==> src/rtl/sys_bridge.sv <==
// sys_bridge: CPU peripheral-port bridge to up to six memory-mapped devices.
// Runs strobe/ack transactions with timeout and owns a maskable interrupt CSR window.
module sys_bridge #(
  parameter int          DEV_NUM     = 6,
  parameter int          DATA_W      = 32,
  parameter logic [31:0] BASE_ADDR   = 32'h0000_7F00,
  parameter int          REGION_BITS = 4,
  parameter int          TIMEOUT_CYC = 15
) (
  input  logic                      clk,
  input  logic                      reset,
  input  logic [31:0]               pr_addr,
  input  logic                      pr_we,
  input  logic                      pr_re,
  input  logic [DATA_W-1:0]         pr_wd,
  output logic [DATA_W-1:0]         pr_rd,
  output logic                      pr_ready,
  output logic [REGION_BITS-1:0]    dev_addr,
  output logic [DATA_W-1:0]         dev_wd,
  output logic [DEV_NUM-1:0]        dev_we,
  output logic [DEV_NUM-1:0]        dev_re,
  input  logic [DEV_NUM*DATA_W-1:0] dev_rd,
  input  logic [DEV_NUM-1:0]        dev_ack,
  input  logic [DEV_NUM-1:0]        dev_irq,
  output logic [5:0]                hw_int
);

  localparam int WIN_W = 32 - REGION_BITS;
  localparam int CW    = REGION_BITS - 2;

  localparam logic [WIN_W-1:0]   BASE_WIN     = BASE_ADDR[31:REGION_BITS];
  localparam logic [WIN_W-1:0]   CSR_WIN      = WIN_W'(DEV_NUM);
  localparam logic [CW-1:0]      OFF_MASK     = CW'(0);
  localparam logic [CW-1:0]      OFF_PEND     = CW'(1);
  localparam logic [CW-1:0]      OFF_ERR      = CW'(2);
  localparam logic [7:0]         TO_LAST      = 8'(TIMEOUT_CYC - 1);
  localparam logic [DEV_NUM-1:0] ZERO_DEV     = {DEV_NUM{1'b0}};
  localparam logic [DEV_NUM-1:0] ONES_DEV     = {DEV_NUM{1'b1}};
  localparam logic [DATA_W-1:0]  ZERO_DATA    = {DATA_W{1'b0}};
  localparam logic [DATA_W-1:0]  TIMEOUT_DATA = DATA_W'(32'hDEAD_BEEF);

  typedef enum logic [1:0] {
    ST_IDLE   = 2'd0,
    ST_STROBE = 2'd1,
    ST_WAIT   = 2'd2,
    ST_DONE   = 2'd3
  } state_t;

  state_t             state_r;
  logic [DEV_NUM-1:0] sel_oh_r;
  logic               wr_r;
  logic [7:0]         wait_cnt_r;
  logic [DEV_NUM-1:0] mask_r;
  logic [DEV_NUM-1:0] pend_r;
  logic [DEV_NUM-1:0] irq_q_r;
  logic [1:0]         err_r;

  logic [WIN_W-1:0]   win_s;
  logic [CW-1:0]      csr_word_s;
  logic               is_dev_s;
  logic               is_csr_s;
  logic               req_s;
  logic               csr_wr_s;
  logic [DEV_NUM-1:0] dec_oh_s;
  logic [DATA_W-1:0]  csr_rdata_s;
  logic [DEV_NUM-1:0] pend_clr_s;
  logic [DEV_NUM-1:0] pend_set_s;
  logic               sel_ack_s;
  logic [DATA_W-1:0]  sel_rd_s;
  logic [5:0]         int_s;

  // Address decode, CSR read mux and CSR write side effects of the request seen in IDLE
  always_comb begin
    win_s      = pr_addr[31:REGION_BITS] - BASE_WIN;
    csr_word_s = pr_addr[REGION_BITS-1:2];
    is_dev_s   = (win_s < CSR_WIN);
    is_csr_s   = (win_s == CSR_WIN);
    req_s      = (state_r == ST_IDLE) && (pr_we || pr_re);
    csr_wr_s   = req_s && is_csr_s && pr_we;
    dec_oh_s   = ZERO_DEV;
    for (int i = 0; i < DEV_NUM; i++) begin
      dec_oh_s[i] = (win_s == WIN_W'(i));
    end
    case (csr_word_s)
      OFF_MASK: csr_rdata_s = DATA_W'(mask_r);
      OFF_PEND: csr_rdata_s = DATA_W'(pend_r);
      OFF_ERR:  csr_rdata_s = DATA_W'(err_r);
      default:  csr_rdata_s = ZERO_DATA;
    endcase
    pend_clr_s = (csr_wr_s && (csr_word_s == OFF_PEND)) ? pr_wd[DEV_NUM-1:0] : ZERO_DEV;
    pend_set_s = dev_irq & ~irq_q_r;
  end

  // Acknowledge and read data of the channel latched for the current transaction
  always_comb begin
    sel_ack_s = |(dev_ack & sel_oh_r);
    sel_rd_s  = ZERO_DATA;
    for (int i = 0; i < DEV_NUM; i++) begin
      sel_rd_s = sel_rd_s | (dev_rd[i*DATA_W +: DATA_W] & {DATA_W{sel_oh_r[i]}});
    end
  end

  // Masked interrupt vector, zero-padded to the CPU's six lines
  always_comb begin
    int_s              = 6'd0;
    int_s[DEV_NUM-1:0] = pend_r & mask_r;
  end

  // Transaction FSM with registered strobes, read data, ready pulse, MASK and ERR
  always_ff @(posedge clk) begin
    if (!reset) begin
      state_r    <= ST_IDLE;
      sel_oh_r   <= ZERO_DEV;
      wr_r       <= 1'b0;
      wait_cnt_r <= 8'd0;
      mask_r     <= ONES_DEV;
      err_r      <= 2'b00;
      pr_rd      <= ZERO_DATA;
      pr_ready   <= 1'b0;
      dev_addr   <= {REGION_BITS{1'b0}};
      dev_wd     <= ZERO_DATA;
      dev_we     <= ZERO_DEV;
      dev_re     <= ZERO_DEV;
    end else begin
      pr_ready <= 1'b0;
      dev_we   <= ZERO_DEV;
      dev_re   <= ZERO_DEV;
      case (state_r)
        ST_IDLE: begin
          if (req_s) begin
            wr_r <= pr_we;
            if (is_dev_s) begin
              sel_oh_r <= dec_oh_s;
              dev_addr <= pr_addr[REGION_BITS-1:0];
              dev_wd   <= pr_wd;
              if (pr_we) begin
                dev_we <= dec_oh_s;
              end else begin
                dev_re <= dec_oh_s;
              end
              state_r <= ST_STROBE;
            end else if (is_csr_s) begin
              pr_rd <= pr_we ? ZERO_DATA : csr_rdata_s;
              if (csr_wr_s && (csr_word_s == OFF_MASK)) begin
                mask_r <= pr_wd[DEV_NUM-1:0];
              end else if (csr_wr_s && (csr_word_s == OFF_ERR)) begin
                err_r <= 2'b00;
              end else begin
                mask_r <= mask_r;
              end
              pr_ready <= 1'b1;
              state_r  <= ST_DONE;
            end else begin
              err_r[0] <= 1'b1;
              pr_rd    <= ZERO_DATA;
              pr_ready <= 1'b1;
              state_r  <= ST_DONE;
            end
          end else begin
            state_r <= ST_IDLE;
          end
        end
        ST_STROBE: begin
          if (sel_ack_s) begin
            pr_rd    <= wr_r ? ZERO_DATA : sel_rd_s;
            pr_ready <= 1'b1;
            state_r  <= ST_DONE;
          end else begin
            wait_cnt_r <= 8'd0;
            state_r    <= ST_WAIT;
          end
        end
        ST_WAIT: begin
          // An ack in the final WAIT cycle still completes normally
          if (sel_ack_s) begin
            pr_rd    <= wr_r ? ZERO_DATA : sel_rd_s;
            pr_ready <= 1'b1;
            state_r  <= ST_DONE;
          end else if (wait_cnt_r == TO_LAST) begin
            err_r[1] <= 1'b1;
            pr_rd    <= TIMEOUT_DATA;
            pr_ready <= 1'b1;
            state_r  <= ST_DONE;
          end else begin
            wait_cnt_r <= wait_cnt_r + 8'd1;
          end
        end
        ST_DONE: begin
          state_r <= ST_IDLE;
        end
        default: begin
          state_r <= ST_IDLE;
        end
      endcase
    end
  end

  // Interrupt edge capture, pending register (set beats W1C) and registered vector
  always_ff @(posedge clk) begin
    if (!reset) begin
      irq_q_r <= ZERO_DEV;
      pend_r  <= ZERO_DEV;
      hw_int  <= 6'd0;
    end else begin
      irq_q_r <= dev_irq;
      pend_r  <= (pend_r & ~pend_clr_s) | pend_set_s;
      hw_int  <= int_s;
    end
  end

endmodule

==> config.mk <==
export PLATFORM = sky130hd
export DESIGN_NAME = sys_bridge
export DESIGN_NICKNAME = d
export VERILOG_FILES = /design/src/rtl/sys_bridge.sv
export SDC_FILE = /design/constraint.sdc
export NUM_CORES = 1
export LEC_CHECK = 0
export BUFFER_PORTS_ARGS = -buffer_cell sky130_fd_sc_hd__buf_2
export CAP_MARGIN = 30
export CORE_AREA = 2 2 138 140
export DETAILED_ROUTE_END_ITERATION = 6
export DIE_AREA = 0 0 140 142
export GPL_ROUTABILITY_DRIVEN = 0
export PLACE_DENSITY = 0.66
export RECOVER_POWER = 50
export SLEW_MARGIN = 20
export SYNTH_ARGS = -nofsm -noshare
export SYNTH_HDL_FRONTEND = slang
export SYNTH_SLANG_ARGS = --single-unit
==> constraint.sdc <==
create_clock -name clk -period 4.1 [get_ports clk]
set_clock_uncertainty 0.1 [all_clocks]
set_input_delay 0.41 -clock clk [delete_from_list [all_inputs] [get_ports clk]]
set_output_delay 0.41 -clock clk [all_outputs]
set_load 0.01 [all_outputs]
==> results.ini <==
[setup_path]
worst_r2r_endpoint=pr_rd[21]
r2r-start=state_r[0]
r2r_cells=6
r2r_slack_ns=1.56
cp-end-kind=flop
crit_type=in -> reg
cp.required_ns=4.29
cp-start-kind=input port
arrival_ns=3.46
path_max_fanout=36

[sta]
min_period_ns=3.271
slew_headroom_pct=7.297
finalCritPeriodShare_pct=79.79
tightest_slew_ns=1.391
setup_viol=0
finalSetupTns_ns=0
hold_slack_ns=0.1066
rsz0062_at_grt=false
slew_viol_final=0
hold_viol_final=0
fmax_mhz=305.7

[floorplan]
fp.dieH_um=142
initial_utilization_pct=34.97
num_rows=50
io_pins=359
dieArea_um2=19880
die_w_um=140
core_um2=18460

[global_routing]
grt_pass1_vias=7055
grt.overflow.total=0
grt_max_degree=43
antenna_found_initial=12
grt_usage_pct=24.62
grt_pass1_wl_mm=38.43

[layout]
nFillCells=1863
drive_gt1_share_pct=28.91
nNetsFinal=1419
area_delta_synth_final_pct=37.81
fin_cells=1392
reg_top3=dev_wd (32), pr_rd (32), wait_cnt_r (8)

[clocking]
tritoncts=yes
clk_latency_ns=0.42
post_cts_buffers=0
htreeDepth=4
cts.repair.resized=0
cts_buffers=17
cts_root_buffer=clkbuf_16
clk_pin_slew_worst_paths_ns=0.06
clock_path_buffers=2
cts_sinks=124
hold_buffers=0

[synth]
ys.warnings.count=0
yosys.cell_types.count=64
synth_edf_count=0
synth_area_um2=6454
yosysTopAreaCell=dfxtp_1
avgSynthCellArea_um2=7.958
synth_seq_area_share_pct=38.46
yosys-top-cells-area=dfxtp_1, a22oi_1, nand2_1, a21oi_1, nand3_1
syn_inst=811
synth_seq_cells=124
ys.flop_type=dfxtp_1
syn-num-nets=1091
synth-async-reset-ratio_pct=0
synth_top_area_share_pct=38.46

[worst_hold_path]
hp-start=dev_irq[3]
hold_end=irq_q_r[3]
hp-class=in -> reg
whs_path_depth=2

[route]
firstDrtPassIters=7
drt-total-wl_mm=25.47
wl_per_cell_um=18.29
vias=7573
route.detailed.drc=14
dr.first_iter.drc_count=523
ant_nets=0
viasPerCell=5.440

[placed_design]
io_buffers=358
hpwl_mm=19.70
place_inst=1354

[pwr]
power_mw=3.752
power_density_nw_per_um2=421.9
vdd_ir_drop_max_uv=294.8
p_leak_nw=3.461

[run_status]
violations=DRC
status=finished, violations left

[job]
cap_violations=0

[per-layer routing]
metal / vias to the layer above / routed length [um] / track usage [%]
li1: 3680 / - / -
met1: 3473 / 10240 / 29.61
met2: 357 / 12510 / 42.57
met3: 63 / 1840 / 5.215
met4: 0 / 881 / 10.95
met5: - / 0 / 0
[layout by cell type, fill, tap and decap left out, types with 4 or more instances in the layout]
cell        instances
nor2_1             44
clkbuf_1           90
ha_1                8
clkbuf_16          17
nor3_1             11
xor2_1              6
and3_1             13
diode_2             6
o21ai_0            44
nand4_1             8
a221oi_1            8
clkinvlp_4          4
buf_4              13
a21oi_1            64
nor4_1              9
a22oi_1            92
inv_1               8
mux2_2              6
o31ai_1            17
nand2b_1            5
nor2b_1            16
and2_1              8
mux2i_1             9
buf_2             270
dfxtp_1           124
nand3_1            44
nand2_1           113
a211oi_1            4
a31oi_1            24
[cells in the mapped netlist (8+ instances only)]
| cell | count |
|---|---|
| nand3_1 | 44 |
| nor2b_1 | 16 |
| clkbuf_1 | 57 |
| inv_1 | 8 |
| nor3_1 | 11 |
| o21ai_0 | 44 |
| and2_1 | 9 |
| a22oi_1 | 92 |
| nand4_1 | 8 |
| nor2_1 | 45 |
| a31oi_1 | 24 |
| dfxtp_1 | 124 |
| a221oi_1 | 8 |
| nor4_1 | 9 |
| a21oi_1 | 64 |
| and3_1 | 13 |
| nand2_1 | 113 |
| ha_1 | 8 |
| mux2i_1 | 9 |
| o31ai_1 | 17 |
[through the flow]
stage          utilization (%)  cell area [um2]  setup WS, ns
2_1_floorplan                -             6454         1.052
3_3_place_gp             45.63             8422        0.5473
3_5_place_dp             45.63             8422        0.4534
4_1_cts                  48.73             8992        0.8808
5_1_grt                  48.19             8894        0.6062
6_report                 48.19             8894        0.8287
[worst max-delay path by stage]
stage | startpoint | depth (start not counted) | endpoint
after floorplan | pr_addr[18] | 10 | dev_re[2]
after global placement | pr_addr[8] | 12 | dev_wd[3]
after detailed placement | pr_addr[8] | 12 | dev_wd[15]
after CTS | pr_addr[8] | 12 | dev_wd[15]
after global routing | pr_addr[8] | 12 | dev_wd[3]
final | pr_addr[8] | 12 | dev_wd[6]
[report_power, final]
part / switching, mW / internal, mW / leakage [nW] / total, mW
combinational: 0.634 / 0.350 / 2.19 / 0.984
sequential: 0.0538 / 1.28 / 1.01 / 1.34
clock: 0.563 / 0.869 / 0.269 / 1.43
[cell type report]
class	count	area (um2)	area share, %
clock buffers	20	456.7	5.135
multi-input cells	614	3696	41.56
clock inverters	12	113.9	1.280
diodes	6	15.01	0.1688
inverters	9	33.78	0.3799
repair buffers	373	1803	20.27
flip-flops and latches	124	2482	27.91
well taps	234	292.8	3.292
[cell families (layout without fill, tap and decap cells)]
| kind of cell | after synthesis | after routing | share of synthesized area [%] |
|---|---|---|---|
| adder cells (fa/ha/maj) | 8 | 8 | 1.551 |
| AO/OA/AOI/OAI | 282 | 282 | 28.81 |
| AND/OR/NAND/NOR | 300 | 300 | 23.03 |
| flip-flops | 124 | 124 | 38.46 |
| other | 0 | 6 | 0 |
| XOR/XNOR | 9 | 9 | 1.221 |
| buffers and inverters | 73 | 414 | 4.479 |
| multiplexers | 15 | 15 | 2.443 |
[worst max-delay path, stage by stage]
cell      delay (ns)
buf_2           0.14
ha_1            0.26
nand2_1         0.17
nor2_1          0.08
a222oi_1        0.66
nor4bb_1        0.44
buf_4           0.19
nand2_1         0.12
or3_1           0.47
buf_4           0.31
nand2_1         0.12
a21oi_1         0.07
Power figures use the tool's default switching activity.
